`src/rtl/xgmii_tx_arbiter.sv`:
```
// rtl/xgmii_tx_arbiter.sv - round-robin XGMII transmit scheduler sharing one port between three frame sources
module xgmii_tx_arbiter #(
  parameter int IFG_WORDS = 2
) (
  input  logic         sys_clk,
  input  logic         sys_rst,
  input  logic [2:0]   port_en,
  input  logic [2:0]   req_valid,
  input  logic [191:0] req_data,
  input  logic [2:0]   req_last,
  input  logic [8:0]   req_bytes,
  output logic [2:0]   req_ready,
  output logic [63:0]  xgmii_txd,
  output logic [7:0]   xgmii_txc,
  output logic [1:0]   grant,
  output logic         busy,
  output logic [31:0]  frames_sent,
  output logic [15:0]  underrun_cnt
);

  localparam int NREQ = 3;

  localparam logic [63:0] IDLE_W  = 64'h0707070707070707;
  localparam logic [63:0] START_W = 64'hD5555555555555FB;
  localparam logic [63:0] TERM_W  = 64'h07070707070707FD;
  localparam logic [63:0] ERR_W   = 64'hFEFEFEFEFEFEFEFE;
  localparam logic [3:0]  IFG_LOAD = 4'(IFG_WORDS);

  typedef enum logic [2:0] {
    S_IDLE = 3'd0,
    S_DATA = 3'd1,
    S_TERM = 3'd2,
    S_ERR  = 3'd3,
    S_IFG  = 3'd4
  } state_e;

  state_e        state_q, state_d;
  logic [1:0]    grant_q, grant_d;
  logic [63:0]   txd_q, txd_d;
  logic [7:0]    txc_q, txc_d;
  logic [3:0]    ifg_q, ifg_d;
  logic [31:0]   frames_q, frames_d;
  logic [15:0]   urun_q, urun_d;

  logic [NREQ-1:0] elig;
  logic [1:0]      nxt1_idx, nxt2_idx, pick_idx;
  logic            pick_vld;

  logic            sel_valid, sel_last;
  logic [63:0]     sel_data;
  logic [2:0]      sel_bytes;
  logic [3:0]      last_n;
  logic [63:0]     part_txd;
  logic [7:0]      part_txc;

  // Mux the currently granted requester's bus onto a single set of signals
  always_comb begin
    sel_valid = 1'b0;
    sel_last  = 1'b0;
    sel_data  = '0;
    sel_bytes = '0;
    case (grant_q)
      2'd0: begin
        sel_valid = req_valid[0];
        sel_last  = req_last[0];
        sel_data  = req_data[63:0];
        sel_bytes = req_bytes[2:0];
      end
      2'd1: begin
        sel_valid = req_valid[1];
        sel_last  = req_last[1];
        sel_data  = req_data[127:64];
        sel_bytes = req_bytes[5:3];
      end
      default: begin
        sel_valid = req_valid[2];
        sel_last  = req_last[2];
        sel_data  = req_data[191:128];
        sel_bytes = req_bytes[8:6];
      end
    endcase
  end

  // Round-robin pick: search grant+1, grant+2, then grant itself
  always_comb begin
    elig     = req_valid & port_en;
    nxt1_idx = (grant_q == 2'd2) ? 2'd0 : grant_q + 2'd1;
    nxt2_idx = (nxt1_idx == 2'd2) ? 2'd0 : nxt1_idx + 2'd1;
    pick_vld = 1'b1;
    pick_idx = grant_q;
    if (elig[nxt1_idx]) begin
      pick_idx = nxt1_idx;
    end else if (elig[nxt2_idx]) begin
      pick_idx = nxt2_idx;
    end else if (elig[grant_q]) begin
      pick_idx = grant_q;
    end else begin
      pick_vld = 1'b0;
    end
  end

  // Build the partial last word: data lanes, then terminate, then idle fill
  always_comb begin
    last_n   = (sel_bytes == 3'd0) ? 4'd8 : {1'b0, sel_bytes};
    part_txd = '0;
    part_txc = '0;
    for (int k = 0; k < 8; k++) begin
      if (4'(k) < last_n) begin
        part_txd[8*k +: 8] = sel_data[8*k +: 8];
        part_txc[k]        = 1'b0;
      end else if (4'(k) == last_n) begin
        part_txd[8*k +: 8] = 8'hFD;
        part_txc[k]        = 1'b1;
      end else begin
        part_txd[8*k +: 8] = 8'h07;
        part_txc[k]        = 1'b1;
      end
    end
  end

  // FSM state register; reset aborts any frame on the wire immediately
  always_ff @(posedge sys_clk or negedge sys_rst) begin
    if (!sys_rst) begin
      state_q <= S_IDLE;
    end else begin
      state_q <= state_d;
    end
  end

  // FSM next-state logic
  always_comb begin
    state_d = state_q;
    case (state_q)
      S_IDLE: if (pick_vld) state_d = S_DATA;
      S_DATA: begin
        if (!sel_valid) begin
          state_d = S_ERR;
        end else if (sel_last) begin
          state_d = (last_n == 4'd8) ? S_TERM : S_IFG;
        end
      end
      S_TERM:  state_d = S_IFG;
      S_ERR:   state_d = S_IFG;
      S_IFG:   if (ifg_q == 4'd1) state_d = S_IDLE;
      default: state_d = S_IDLE;
    endcase
  end

  // FSM outputs: ready only for the granted requester while streaming data
  always_comb begin
    req_ready = (state_q == S_DATA) ? (3'b001 << grant_q) : 3'b000;
    busy      = (state_q != S_IDLE);
  end

  // Next value of the registered XGMII word, grant, gap counter and statistics
  always_comb begin
    txd_d    = txd_q;
    txc_d    = txc_q;
    grant_d  = grant_q;
    ifg_d    = ifg_q;
    frames_d = frames_q;
    urun_d   = urun_q;
    case (state_q)
      S_IDLE: begin
        txd_d = IDLE_W;
        txc_d = 8'hFF;
        if (pick_vld) begin
          grant_d = pick_idx;
          txd_d   = START_W;
          txc_d   = 8'h01;
        end
      end
      S_DATA: begin
        if (!sel_valid) begin
          txd_d = ERR_W;
          txc_d = 8'hFF;
        end else if (sel_last && (last_n != 4'd8)) begin
          txd_d    = part_txd;
          txc_d    = part_txc;
          frames_d = frames_q + 32'd1;
          ifg_d    = IFG_LOAD;
        end else begin
          txd_d = sel_data;
          txc_d = 8'h00;
        end
      end
      S_TERM: begin
        txd_d    = TERM_W;
        txc_d    = 8'hFF;
        frames_d = frames_q + 32'd1;
        ifg_d    = IFG_LOAD;
      end
      S_ERR: begin
        txd_d  = TERM_W;
        txc_d  = 8'hFF;
        urun_d = (urun_q == 16'hFFFF) ? urun_q : urun_q + 16'd1;
        ifg_d  = IFG_LOAD;
      end
      S_IFG: begin
        txd_d = IDLE_W;
        txc_d = 8'hFF;
        ifg_d = ifg_q - 4'd1;
      end
      default: begin
        txd_d = IDLE_W;
        txc_d = 8'hFF;
      end
    endcase
  end

  // Datapath registers; grant resets to 2 so requester 0 is first in rotation
  always_ff @(posedge sys_clk or negedge sys_rst) begin
    if (!sys_rst) begin
      grant_q  <= 2'd2;
      txd_q    <= IDLE_W;
      txc_q    <= 8'hFF;
      ifg_q    <= 4'd0;
      frames_q <= 32'd0;
      urun_q   <= 16'd0;
    end else begin
      grant_q  <= grant_d;
      txd_q    <= txd_d;
      txc_q    <= txc_d;
      ifg_q    <= ifg_d;
      frames_q <= frames_d;
      urun_q   <= urun_d;
    end
  end

  assign xgmii_txd    = txd_q;
  assign xgmii_txc    = txc_q;
  assign grant        = grant_q;
  assign frames_sent  = frames_q;
  assign underrun_cnt = urun_q;

endmodule

```
`config.mk`:
```
export PLATFORM = sky130hd
export DESIGN_NAME = xgmii_tx_arbiter
export DESIGN_NICKNAME = d
export VERILOG_FILES = /design/src/rtl/xgmii_tx_arbiter.sv
export SDC_FILE = /design/constraint.sdc
export NUM_CORES = 1
export LEC_CHECK = 0
export CAP_MARGIN = 20
export CORE_MARGIN = 3
export CORE_UTILIZATION = 42
export DETAILED_ROUTE_END_ITERATION = 10
export PLACE_DENSITY_LB_ADDON = 0.2
export SYNTH_ARGS = -nofsm -noshare
export SYNTH_HDL_FRONTEND = slang
export SYNTH_SLANG_ARGS = --single-unit
```
`constraint.sdc`:
```
create_clock -name sys_clk -period 2.9 [get_ports sys_clk]
set_input_delay 0.58 -clock sys_clk [delete_from_list [all_inputs] [get_ports sys_clk]]
set_output_delay 0.58 -clock sys_clk [all_outputs]
set_load 0.03 [all_outputs]
```
## Word level (Yosys, flattened, before mapping)

Cells that the tools add are included.

| operators by class | value |
|---|---|
| bitwise operators | 2 |
| order comparisons | 11 |
| equal/unequal tests | 23 |
| add/subtract/negate cells | 5 |
| multiplexer cells | 63 |
| shift operators | 1 |
| reductions and logical operators | 15 |

Operator list:

| cell | count |
|---|---|
| 64-bit 2-to-1 mux | 3 |
| 64-bit one-hot mux with 3 select lines | 1 |
| 8-bit 2-to-1 mux | 19 |
| 64-bit one-hot mux with 2 select lines | 1 |
| 32-bit 2-to-1 mux | 2 |
| 32-bit one-hot mux with 2 select lines | 1 |
| 32-bit by 1-bit adder with 32-bit output (second input constant) | 1 |
| 3-bit 2-to-1 mux | 6 |
| 16-bit by 1-bit adder with 16-bit output (second input constant) | 1 |
| 16-bit == test (second input constant) | 1 |
| 3-bit by 4-bit == test with 1-bit output (first input constant) | 4 |
| 3-bit by 4-bit less-than comparator with 1-bit output (first input constant) | 4 |
| 8-bit one-hot mux with 2 select lines | 1 |
| 1-bit 2-to-1 mux | 14 |
| 4-bit 2-to-1 mux | 3 |
| 3-bit one-hot mux with 4 select lines | 1 |
| 4-bit one-hot mux with 3 select lines | 1 |
| 3-bit AND reduction | 4 |
| 2-bit by 3-bit less-than comparator with 1-bit output (second input constant) | 3 |
| 2-bit by 4-bit == test with 1-bit output (first input constant) | 2 |
| 1-bit by 4-bit less-than comparator with 1-bit output (first input constant) | 2 |
| 2-bit by 4-bit less-than comparator with 1-bit output (first input constant) | 2 |
| 2-bit 2-to-1 mux | 4 |
| 1-bit binary-select mux with 2-bit select | 3 |
| 27 further kinds | 36 |

| storage, ports and cells | value |
|---|---|
| bits of input ports | 212 |
| word-level logic and storage cells | 127 |
| bits in registers | 129 |

## Logic depth before layout (Yosys ltp)

Gate-level depths: netlist (run 1).

| depth | value |
|---|---|
| word-level depth | 10 |
| gate-level depth with buffers | 9 |
| depth with buffers taken out | 6 |

## Worst setup path after synthesis (run 1)

No wires, ideal clock.

| timing | value |
|---|---|
| path type | reg-to-output |
| start point | register grant_q[1], in the netlist grant[1] |
| end point | output port req_ready[2] |
| stages on the path, launching flop included | 6 |
| data required time | 2.320 ns |
| buffers on the path | 4 |
| arrival | 2.478 ns |
| path slack | -0.158 ns |
| cells stage by stage | dfstp_2 > buf_4 > buf_2 > buf_1 > buf_1 > nor3b_1 |

| on the way | value |
|---|---|
| cells in the longest elaborated chain, start to end | 2 |

RTL lines:

| item | line | RTL |
|---|---|---|
| from (decl) | 38 | `logic [1:0] grant_q, grant_d;` |
| from (signal assigned) | 221 | `grant_q <= grant_d;` |
| 1-bit by 2-bit left shift with 3-bit output | 151 | `req_ready = (state_q == S_DATA) ? (3'b001 << grant_q) : 3'b000;` |
| 3-bit 2-to-1 mux | 151 |  |
| to (decl) | 12 | `output logic [2:0] req_ready,` |

Every way passes these cells.

## Worst setup path in the final report (run 1)

| timing | value |
|---|---|
| start point | register grant_q[1], in the netlist grant[1] |
| end point | register txd_q[62], in the netlist xgmii_txd[62] |

| on the way | value |
|---|---|
| cells in the longest elaborated chain, start to end | 10 |
| elaborated cells between the ends (all ways) | 33 |

RTL lines:

| item | line | RTL |
|---|---|---|
| 2-bit by 1-bit adder with 2-bit output (tied with other cells) | 87 | `nxt1_idx = (grant_q == 2'd2) ? 2'd0 : grant_q + 2'd1;` |
| 2-bit 2-to-1 mux / 3-bit one-hot mux with 2 select lines (equally long branches) | 87, 62 |  |
| 2-bit by 1-bit adder with 2-bit output (tied with other cells) | 88 | `nxt2_idx = (nxt1_idx == 2'd2) ? 2'd0 : nxt1_idx + 2'd1;` |
| 2-bit 2-to-1 mux / 4-bit 2-to-1 mux (equally long branches) | 88, 104 |  |
| 1-bit binary-select mux with 2-bit select / 3-bit by 4-bit == test with 1-bit output (equally long branches) | 93, 111 |  |
| 1-bit 2-to-1 mux (implied by the code) / 8-bit 2-to-1 mux (equally long branches) | 93, 111 |  |
| 1-bit 2-to-1 mux / 8-bit 2-to-1 mux (equally long branches) | 93, 108 |  |
| 1-bit 2-to-1 mux / 64-bit 2-to-1 mux (equally long branches) | 91, 177 |  |
| 64-bit 2-to-1 mux, on equally long branches | 167, 174 |  |
| 64-bit one-hot mux with 3 select lines (*) | 163 | `case (state_q)` |
| named net txd_d[62] | 39 | `logic [63:0] txd_q, txd_d;` |
| to (signal assigned) | 222 | `txd_q <= txd_d;` |
| to (decl) | 39 |  |

The timed path passes the listed nets; every way through them passes the cells marked *. The select of a mux whose other input is x is not followed.
A chain may end at the register's enable or synchronous reset.

==> out/metrics.yaml, run 1 <==
grt_pass1_wl_um: 42200
antenna_found_initial: 1
seq_power_share: 0.248
clk_latency_ps: 420
row_count: 47
mostFrequentLayoutCell: "clkdlybuf4s50_1"
setup_violations: 0
drive_above_1_share: 0.136
initial_core_util: 0.438
die_w_um: 139
max_cap_viol_count: 0
final_cell_mix: "clkdlybuf4s50_1, dfrtp_1, mux2i_1, o21ai_0, nand2_1"
status: "complete, no violations"
post-cts-setup-buffers: 0
fmax_mhz: 374
rsz0062_at_grt: "false"
avgSynthCellArea_um2: 10.0
pwr-share-clk: 0.194
max-vdd-ir-drop_mv: 0.980
io_pins: 338
viasPerCell: 5.51
drtIter0Drc: 482
slew_violations: 0
comb_power_share: 0.558
skew_ps: 4.94
powerDensity_nw_per_um2: 983
areaGrowthSynthToFinish_pct: 59.1
syn_inst: 739
finalNonFillerCells: 1314
r2r-start: "grant[1]"
fin_area_um2: 11800
synth_cell_types: 62
cp.required_ps: 3230
setup_tns_ps: 0
dpl.hpwl_um: 21300
syn-num-nets: 955
startpoint_type: "flip-flop"
p_int_w: 0.00646
routed_wl_um: 27400
synth_edf_count: 0
antenna_left: 0
worst_slack_ps: 227
wl_per_cell_um: 20.8
dr.pass1.iters: 5
dpl_cell_area_um2: 11100
grt_start_max_net_pins: 55
async_flop_share: 1.00
endpoint_kind: "flip-flop"
cts_sinks: 129
grt_pass1_vias: 7221
max-clock-path-buffers: 2
numPortBuffers: 337
gp_congestion: 0.866
clkSlewWorstSetupHoldPaths_ps: 50
vias: 7234
yosys_warnings: 0
grt_overflow: 0
drc_errors: 0
die_h_um: 139
switchingPower_w: 0.00510
min_period_ps: 2670
design.core.area_um2: 16900
dieArea_um2: 19200
clock-root-buffer: "clkbuf_16"
cts_tree: "done"
slew_headroom: 0.446
crit_arrival_ps: 3000
crit_start: "grant[1]"
place_ws_ps: 101
switching_share: 0.441
synth.cell_area_um2: 7390
cts_buffers: 17
synth_ff_type: "dfrtp_1"
hold_viol: 0
p_leak_nw: 4.82
crit_type: "reg -> reg"
min_path_type: "in -> async"
grtUsageTotal: 0.279
fin_crit_sh: 0.922
total_power_w: 0.0116
nets: 1296
path_max_fanout: 30
tightest_slew_ps: 820
dp_cells: 1281
htree_levels: 4
ys_ff_latch: 129
synth_seq_area_share: 0.442
==> registers in the layout (all words and copies together) (netlist names) <==
signal	count
xgmii_txd	64
frames_sent	32
underrun_cnt	16
xgmii_txc	8
ifg_q	4
state_q	3
grant	2
==> kinds of logic (layout without fill, tap and decap cells) <==
family | after synthesis | count (layout) | share of synthesized area
other cells | 0 | 1 | 0
buf+inv | 66 | 420 | 0.0411
flops | 129 | 129 | 0.442
compound gates | 200 | 200 | 0.197
fa+ha+maj | 4 | 4 | 0.00677
simple gates | 203 | 203 | 0.131
xor+xnor | 46 | 46 | 0.0545
mux | 91 | 91 | 0.127
==> metal layers <==
| metal | global-route usage | vias up | wire length, um |
|---|---|---|---|
| met1 | 0.368 | 3515 | 11500 |
| met5 | 0 | - | 0 |
| met2 | 0.475 | 293 | 13800 |
| met4 | 0.0597 | 0 | 301 |
| met3 | 0.0645 | 25 | 1760 |
| li1 | - | 3401 | - |
==> cell type report <==
class	count	area (um^2)
fill	1356	5120
multi-input combinational	544	3830
timing repair buffer	374	3690
sequential	129	3280
clock buffer	23	498
tap	220	275
clock inverter	9	128
inverter	14	52.6
antenna	1	2.50
==> path summary, 6_finish.rpt <==
path / endpoint / slack (ps) / cells past startpoint
min reg2reg: frames_sent[31] / 470 / 1
max in group asynchronous: xgmii_txd[17] / 1980 / 2
min: underrun_cnt[9] / 100 / 1
max: xgmii_txd[62] / 230 / 6
min in group sys_clk: frames_sent[31] / 470 / 1
max reg2reg: xgmii_txd[62] / 230 / 6
==> repair_timing <==
item	CTS	global route
pin swaps	0	0
endpoints found under the hold margin	0	0
hold buffers	0	0
resized for setup	1	2
endpoints found under the setup margin	1	2
==> through the flow <==
stage                util  hold WS, ps
floorplan               -          284
global placement    0.659          459
detailed placement  0.659          460
CTS                 0.696          113
global route        0.697          129
finish              0.697         99.6
==> Yosys cell counts (all sizes together), types with 2 or more instances <==
master | number | area, um^2
o21a | 7 | 52.6
mux2 | 25 | 282
o2111ai | 3 | 26.3
ha | 4 | 50.1
a211oi | 13 | 103
o21ai | 67 | 362
a2111oi | 15 | 270
nor2 | 51 | 191
or3 | 3 | 18.8
nor3 | 12 | 60.1
o22ai | 2 | 12.5
dfstp | 33 | 867
nand2b | 4 | 25.0
nor4 | 7 | 43.8
a31oi | 7 | 43.8
o41ai | 3 | 45.1
o31ai | 3 | 36.3
mux2i | 66 | 661
a21o | 2 | 15.0
nand2 | 57 | 214
nand4 | 23 | 144
o311ai | 7 | 61.3
nor3b | 4 | 35.0
o221ai | 2 | 17.5
and2 | 5 | 31.3
dfrtp | 96 | 2400
a21oi | 51 | 267
o211ai | 9 | 67.6
xnor2 | 20 | 175
xor2 | 26 | 228
a41oi | 3 | 26.3
nand3b | 2 | 15.0
clkbuf | 22 | 82.6
buf | 30 | 169
inv | 14 | 52.6
or4 | 2 | 15.0
nand3 | 27 | 135
and3 | 4 | 25.0
==> power groups by stage <==
stage,Sequential (W),Combinational [W],Clock [W]
final,0.00287,0.00645,0.00224
after global routing,0.00295,0.00687,0.00235
after CTS,0.00288,0.00643,0.00226
after detailed placement,0.00290,0.00641,0
after global placement,0.00288,0.00634,0
after floorplan,0.00367,0.00307,0
==> critical path, cell delays in order, from the launching register on <==
cell and delay [ps]:
dfstp_4 840, nand2_1 140, o21a_1 300, o41ai_1 830, buf_4 240, a21oi_1 100
o21ai_0 120
Note: power is estimated with default switching activity, not from simulation.
==> run 2: changes to the inputs <==
Settings changed: CTS_CLUSTER_DIAMETER set to 60.
==> results of run 2 <==
The final DEF is identical to that of run 1; final timing and power are the same.
==> run 3: changes to the inputs <==
Settings changed: PLACE_DENSITY_LB_ADDON 0.2 to 0.1.
==> run 3 against run 2 <==
Clock power is essentially flat. Combinational power grew 3%. Sequential share of layout area shrank 0.11 points. Wire length shrank 0.30%. Cell area grew 0.38%. Sequential cell count is the same. Worst hold slack gained 52 ps. Register-to-register slack gained 270 ps. Global-route usage shrank 0.51 points. Largest cell class unchanged.
==> out/metrics.yaml, run 3 (same netlist as run 1, synthesis figures left out) <==
status: "complete, no violations"
fin_area_um2: 11800  # +0.38%
place_ws_ps: 244  # +143 ps
grt.met1_usage: 0.359  # -0.00878
dpl_cell_area_um2: 11200  # +0.34%
cp.required_ps: 2320  # -910 ps
largest_reg_flops: 64  # unchanged
met2_usage: 0.465  # -0.0100
min_path_type: "in -> async"
design.core.area_um2: 16900  # unchanged
final_cell_mix: "clkdlybuf4s50_1, dfrtp_1, mux2i_1, o21ai_0, nand2_1"
row_count: 47  # unchanged
diodes: 0  # -1
numPortBuffers: 337  # unchanged
viasPerCell: 5.49  # -0.35%
regArea_um2: 3280  # unchanged
drc_errors: 0  # unchanged
vias: 7236  # +0.028%
skew_ps: 9.32  # +4.38 ps
areaGrowthSynthToFinish_pct: 59.7
antenna_left: 0  # unchanged
startpoint_type: "flip-flop"
gp_congestion: 0.883  # +1.9%
max-clock-path-buffers: 2  # unchanged
cts_buffers: 17  # unchanged
worst_slack_ps: 94.3  # -133 ps
met3_usage: 0.0779  # +0.0134
clk_latency_ps: 420  # about the same
dpl.hpwl_um: 20900  # -1.5%
hold_viol: 0  # unchanged
htree_levels: 4  # unchanged
die_h_um: 139  # unchanged
mostFrequentLayoutCell: "clkdlybuf4s50_1"
clock-root-buffer: "clkbuf_16"
wl_per_cell_um: 20.7  # -0.68%
p_leak_nw: 4.81  # -0.20%
path_max_fanout: 8  # -73%
path_cells: "nor2_1, nand2_2, nor3b_1, clkdlybuf4s50_1"
fin_crit_sh: 0.967  # +0.0458
fin_util: 0.699  # +0.00267
grt_pass1_vias: 7076  # -2.0%
multiInputGateArea_um2: 3830  # unchanged
setup_violations: 0  # unchanged
clkSlewWorstSetupHoldPaths_ps: 60  # about the same
slew_headroom: 0.480  # +0.0340
grt_start_max_net_pins: 82  # +49%
ctsHoldBuffers: 0  # unchanged
gr-max-usage-layer: "met2"
crit_type: "reg -> out"
fmax_mhz: 356  # -4.7%
setup_tns_ps: 0  # unchanged
endpoint_kind: "primary output"
drtIter0Drc: 629  # +30%
max-vdd-ir-drop_mv: 0.628  # -36%
nets: 1302  # +0.46%
max_cap_viol_count: 0  # unchanged
antenna_found_initial: 0  # -1
total_power_w: 0.0117  # +0.87%
routed_wl_um: 27300  # -0.30%
cts_tree: "done"
cts_sinks: 129  # unchanged
rsz0062_at_grt: "false"
tightest_slew_ps: 780  # -40.3 ps
io_pins: 338  # unchanged
slew_violations: 0  # unchanged
crit_arrival_ps: 2230  # -770 ps
min_period_ps: 2810  # +133 ps
dr.pass1.iters: 5  # unchanged
grt_overflow: 0  # unchanged
slowest_delay_ps: 710  # -130 ps
powerDensity_nw_per_um2: 988  # +0.48%
slowest_stage: "clkdlybuf4s50_1"
initial_core_util: 0.438  # unchanged
dieArea_um2: 19200  # unchanged
fillers: 1385  # +2.1%
grtUsageTotal: 0.274  # -0.00507
die_w_um: 139  # unchanged
drive_above_1_share: 0.141  # +0.00472
grt_pass1_wl_um: 41800  # -0.79%
run 3: changes by cell type in the layout (fill, tap and decap cells not counted), moves of 2 or more:
cell / previous run / this run
inv_6: 0 / 3
clkdlybuf4s50_1: 333 / 336
dlymetal6s2s_1: 2 / 0
clkbuf_8: 5 / 2
buf_4: 34 / 39
run 3: area by class of cell:
cell class / instances / share of cell area
clock buffer: 20 / 0.0387
sequential: 129 / 0.278
clock inverter: 12 / 0.0131
timing repair buffer: 380 / 0.318
multi-input combinational: 544 / 0.325
inverter: 14 / 0.00445
tap: 220 / 0.0233
run 3: path summary, 6_finish.rpt:
kind	from	endpoint	slack (ps)	depth (start not counted)
setup / recovery	state_q[1]	req_ready[1]	90	4
hold / removal	sys_rst	underrun_cnt[10]	150	1
setup reg to reg	grant[0]	xgmii_txd[60]	500	6
hold reg to reg	frames_sent[31]	frames_sent[31]	480	1
max in group asynchronous	sys_rst	xgmii_txc[7]	1950	2
min in group sys_clk	frames_sent[31]	frames_sent[31]	480	1
run 3: report_power, final:
part           internal, W  switching [W]  leakage (nW)
Combinational      0.00260        0.00402          2.91
Clock              0.00140       0.000815         0.297
Sequential         0.00247       0.000354          1.60
Total              0.00647        0.00519          4.81
run 3: through the flow:
step                      hold WS (ps)  std cells
after global routing               194       1319
after global placement             459       1286
after detailed placement           477       1286
after CTS                          179       1318
final                              151       1319
after floorplan                    284        739
run 3: repair_timing:
item,in CTS,in global routing
resized for setup,0,0
setup endpoints to repair,0,1
setup buffers,0,1
run 3: layer usage:
layer / vias up / wire (um)
li1: 3423 / -
met1: 3478 / 11700
met2: 312 / 13400
met3: 23 / 2010
met4: 0 / 223
met5: - / 0
run 3: worst max-delay path, delay by kind of cell (launching register included):
kind	cells	cell delay, ps
buffers and inverters	1	710
AND/OR/NAND/NOR	3	620
flip-flops	1	480
==> edit 1: new RTL, settings of run 3 <==
The 5 states of `state_e` get a Gray code encoding in 3 bits.
--- a/src/rtl/xgmii_tx_arbiter.sv
+++ b/src/rtl/xgmii_tx_arbiter.sv
@@ -27,11 +27,11 @@
   localparam logic [3:0]  IFG_LOAD = 4'(IFG_WORDS);
 
   typedef enum logic [2:0] {
-    S_IDLE = 3'd0,
-    S_DATA = 3'd1,
-    S_TERM = 3'd2,
-    S_ERR  = 3'd3,
-    S_IFG  = 3'd4
+    S_IDLE = 3'b000,
+    S_DATA = 3'b001,
+    S_TERM = 3'b011,
+    S_ERR  = 3'b010,
+    S_IFG  = 3'b110
   } state_e;
 
   state_e        state_q, state_d;
Behaviour: no difference found for any inputs over 4 cycles, from zero or initial values and one cycle with sys_rst low; so few cycles prove little.
==> edit 1 against run 3 <==
- die area is 3.5% lower
- maximum frequency is 9.3% higher
- count of clock-buffer cells in the layout grew 1
- design area fell by 3.3%
- setup slack improved by 0.24 ns
- synthesized area down 3.7%
- final cell count shrank 1.7%
- power is 8.6% lower
- routed wire length decreased by 9.8%
- combinational power shrank 14%
- highest routed layer unchanged
- sequential cell count unchanged
- largest power group unchanged
==> edit 1: results (changes against run 3) <==
[detailed_routing]
viasPerCell = 5.20  ; -5.2%
via_count = 6742  ; -6.8%
drt_wl_total_mm = 24.6  ; -9.8%
drt_pass1_iterations = 7  ; +2
wl_met1_mm = 9.51  ; -18%
drt_iter0_markers = 411  ; -35%
wl_met2_mm = 12.5  ; -6.3%
met3_length_mm = 2.22  ; +10%

[global_routing]
grt_max_degree = 78  ; -4.9%
met1_usage_pct = 31.1  ; -4.8 points
globalRouteMet3Util_pct = 8.70  ; +0.90 points
grtUsageMet2_pct = 46.2  ; -0.25 points
grt_pass1_wl_mm = 37.3  ; -11%

[place]
dpl_cell_area_sq_mm = 0.0108  ; -3.4%
hpwlAfterDp_mm = 19.2  ; -8.5%
gp_congestion = 0.882  ; -0.14%
dpl_worst_slack_ns = 0.235  ; -0.00907 ns

[critical_path]
regToRegSetupSlack_ns = 0.46  ; -0.04 ns
crit_slowest_cell = dfstp_4
arrival_ns = 1.99  ; -0.24 ns
critPathLaunch = grant[1]
crit_end = grant[1]
r2r_end = xgmii_txc[4]

[synth]
syn_avg_cell_area_sq_um = 9.74  ; -2.7%
synth_fa_ha_area_share_pct = 0.703  ; +0.026 points
synth_nets = 947  ; -0.84%
synth-xor-area-share_pct = 5.91  ; +0.46 points
ys_top_cells_by_count = nand2_1, dfrtp_1, o21ai_0
yosysUniqueCellTypes = 49  ; -21%
yosys-top-cells-area = dfrtp_1, dfstp_2, mux2i_1
synth_seq_area_share_pct = 45.9  ; +1.7 points
muxShareOfSynthArea_pct = 14.7  ; +1.9 points

[timing]
slew_headroom_pct = 53.2  ; +5.2 points
holdWs_ns = 0.172  ; +0.0209 ns
fin_skew_ns = 0.00846  ; -0.000863 ns

[power_and_ir_drop]
ir_drop_v = 0.000696  ; +11%
leakage_uw = 0.00485  ; +0.96%

[status]
status = complete, no violations

[cells_and_area]
nets = 1283  ; -1.5%
drive_gt1_share_pct = 13.8  ; -0.31 points

[edit 1: changes by cell type in the layout (fill, tap and decap cells not counted), sizes merged, moves of 10 or more]
cell / change
a2111oi: -15
mux2: +10
a211oi: -10
buf: -14
nand2: +45
xnor2: +11
nor2: -10
[edit 1: cell families after synthesis]
kind of cell / count (synthesis)
AND/OR/NAND/NOR: 229
AO/OA/AOI/OAI: 164
flip-flops: 129
multiplexers: 100
buffers and inverters: 57
XOR/XNOR: 48
adder cells (fa/ha/maj): 4
[edit 1: area by class of cell]
cell class,instances,area (sq um)
Tap cell,216,270
Timing Repair Buffer,363,3570
Clock buffer,21,480
Multi-Input combinational cell,545,3620
Fill cell,1331,4820
Sequential cell,129,3280
Clock inverter,11,150
Inverter,11,41.3
[edit 1: power by group]
part | total (uW) | switching, uW | internal, uW
Clock | 2240 | 796 | 1450
Sequential | 2710 | 337 | 2380
Combinational | 5700 | 3390 | 2310
Total | 10700 | 4520 | 6130
==> edit 2: new RTL, config.mk and constraints of run 3 <==
Without the edit above. Reset style: synchronous (`sys_rst`), changed in 2 clocked blocks.
--- a/src/rtl/xgmii_tx_arbiter.sv
+++ b/src/rtl/xgmii_tx_arbiter.sv
@@ -119,7 +119,7 @@
   end
 
   // FSM state register; reset aborts any frame on the wire immediately
-  always_ff @(posedge sys_clk or negedge sys_rst) begin
+  always_ff @(posedge sys_clk) begin
     if (!sys_rst) begin
       state_q <= S_IDLE;
     end else begin
@@ -209,7 +209,7 @@
   end
 
   // Datapath registers; grant resets to 2 so requester 0 is first in rotation
-  always_ff @(posedge sys_clk or negedge sys_rst) begin
+  always_ff @(posedge sys_clk) begin
     if (!sys_rst) begin
       grant_q  <= 2'd2;
       txd_q    <= IDLE_W;
Formal check against the unedited RTL: differs if sys_rst is asserted again (counterexample within 4 cycles, from zero or initial values and one cycle with sys_rst low); with sys_rst held inactive, the same outputs for 4 cycles.
==> edit 2 against run 3 <==
- routed wire length down 2.5%
- first-iteration DRC count down 1.7%
- design area down 4.2%
- setup slack better by 0.13 ns
- power down 27%
- via count up 8.9%
- sequential share of layout area down 4.9 points
- synthesized area down 4.6%
- die area down 4.4%
- non-clock buffer count unchanged
- sequential cell count unchanged
- largest cell class unchanged
- highest routed layer unchanged
==> edit 2: results (changes against run 3) <==
[critical_path]
r2r.worst_path.cells = 7  ; +1
cp_max_fo = 5  ; -3
regToRegSetupSlack_ns = 0.60  ; +0.10 ns
r2r_end = xgmii_txd[14]

[cells_and_area]
post-route-util_pct = 70.0  ; about the same
nFillCells = 1347  ; -2.7%
drive_gt1_share_pct = 7.12  ; -7.0 points

[timing]
holdWs_ns = 0.467  ; +0.316 ns
fin_skew_ns = 0.00971  ; +0.000392 ns
worst_pin_slew_ns = 0.711  ; -0.0693 ns

[global_routing]
met1_usage_pct = 35.6  ; -0.32 points
grt_use_total_pct = 27.6  ; +0.14 points
grtUsageMet2_pct = 45.2  ; -1.2 points
globalRouteMet3Util_pct = 8.73  ; +0.94 points

[power_and_ir_drop]
leakage_uw = 0.00405  ; -16%
ir_drop_v = 0.000589  ; -6.3%

[synth]
synth_seq_area_share_pct = 36.6  ; -7.6 points
syn_avg_cell_area_sq_um = 8.15  ; -18%
synth-async-reset-ratio_pct = 0  ; -100 points
ys_top_cells_by_count = dfxtp_1, nand2_1, a21oi_1
synth_nets = 1081  ; +13%
yosysUniqueCellTypes = 60  ; -3.2%
yosys-top-cells-area = dfxtp_1, mux2i_1, a21oi_1

[min_path]
hold_class = reg2reg

[place]
dpl_cell_area_sq_mm = 0.0108  ; -3.6%
gp_congestion = 0.853  ; -3.4%
hpwlAfterDp_mm = 20.5  ; -1.9%

[detailed_routing]
wl_met2_mm = 12.5  ; -6.4%
drt_iter0_markers = 618  ; -1.7%
met3_length_mm = 2.75  ; +36%
wl_met1_mm = 10.9  ; -6.1%

[status]
status = complete, no violations

[edit 2: cell count changes after synthesis, sizes merged, moves of 14 or more]
cell     before  now
xnor2        20    3
xor2         26    5
a2111oi      15    1
a21oi        51   85
dfrtp        96    0
nand2b        4   24
clkbuf       22   47
nor2         51   66
mux2         25    3
dfstp        33    0
mux2i        66   84
dfxtp         0  129
nand2        57   94
[edit 2: worst max-delay path: stages, from the launching register on]
cell and delay, ns:
dfxtp_1 0.31, nor2_1 0.26, and2_0 0.20, and3_1 0.17, clkdlybuf4s50_1 0.74
[edit 2: how the worst max path moves through the flow]
stage	start	to	slack, ns	cells past startpoint
after global routing	state_q[2]	req_ready[1]	0.12	4
after floorplan	grant[1]	req_ready[0]	0.37	5
after global placement	req_bytes[0]	xgmii_txd[12]	0.24	8
after CTS	state_q[2]	req_ready[0]	0.05	4
final	state_q[2]	req_ready[1]	0.23	4
after detailed placement	req_bytes[0]	xgmii_txd[14]	0.17	8
[edit 2: cells by family (layout without fill, tap and decap cells)]
group | count (synthesis) | after routing | share of synthesized area [%]
buf+inv | 78 | 421 | 4.74
fa+ha+maj | 4 | 4 | 0.710
flops | 129 | 129 | 36.6
xor+xnor | 8 | 8 | 0.993
mux | 87 | 87 | 12.4
compound gates | 259 | 259 | 23.3
simple gates | 300 | 300 | 21.2
[edit 2: layout make-up]
type	instances	area (sq um)	share of cell area (%)
inverter	9	33.8	0.299
multi-input combinational	658	4140	36.6
sequential	129	2590	22.9
timing repair buffer	380	3730	33.0
clock buffer	26	489	4.32
tap	216	270	2.39
clock inverter	6	55.1	0.487
[edit 2: power by group]
group          internal, uW  switching [uW]  total (uW)
logic                  1660            2500        4160
registers              2170             182        2350
clock network          1240             729        1970
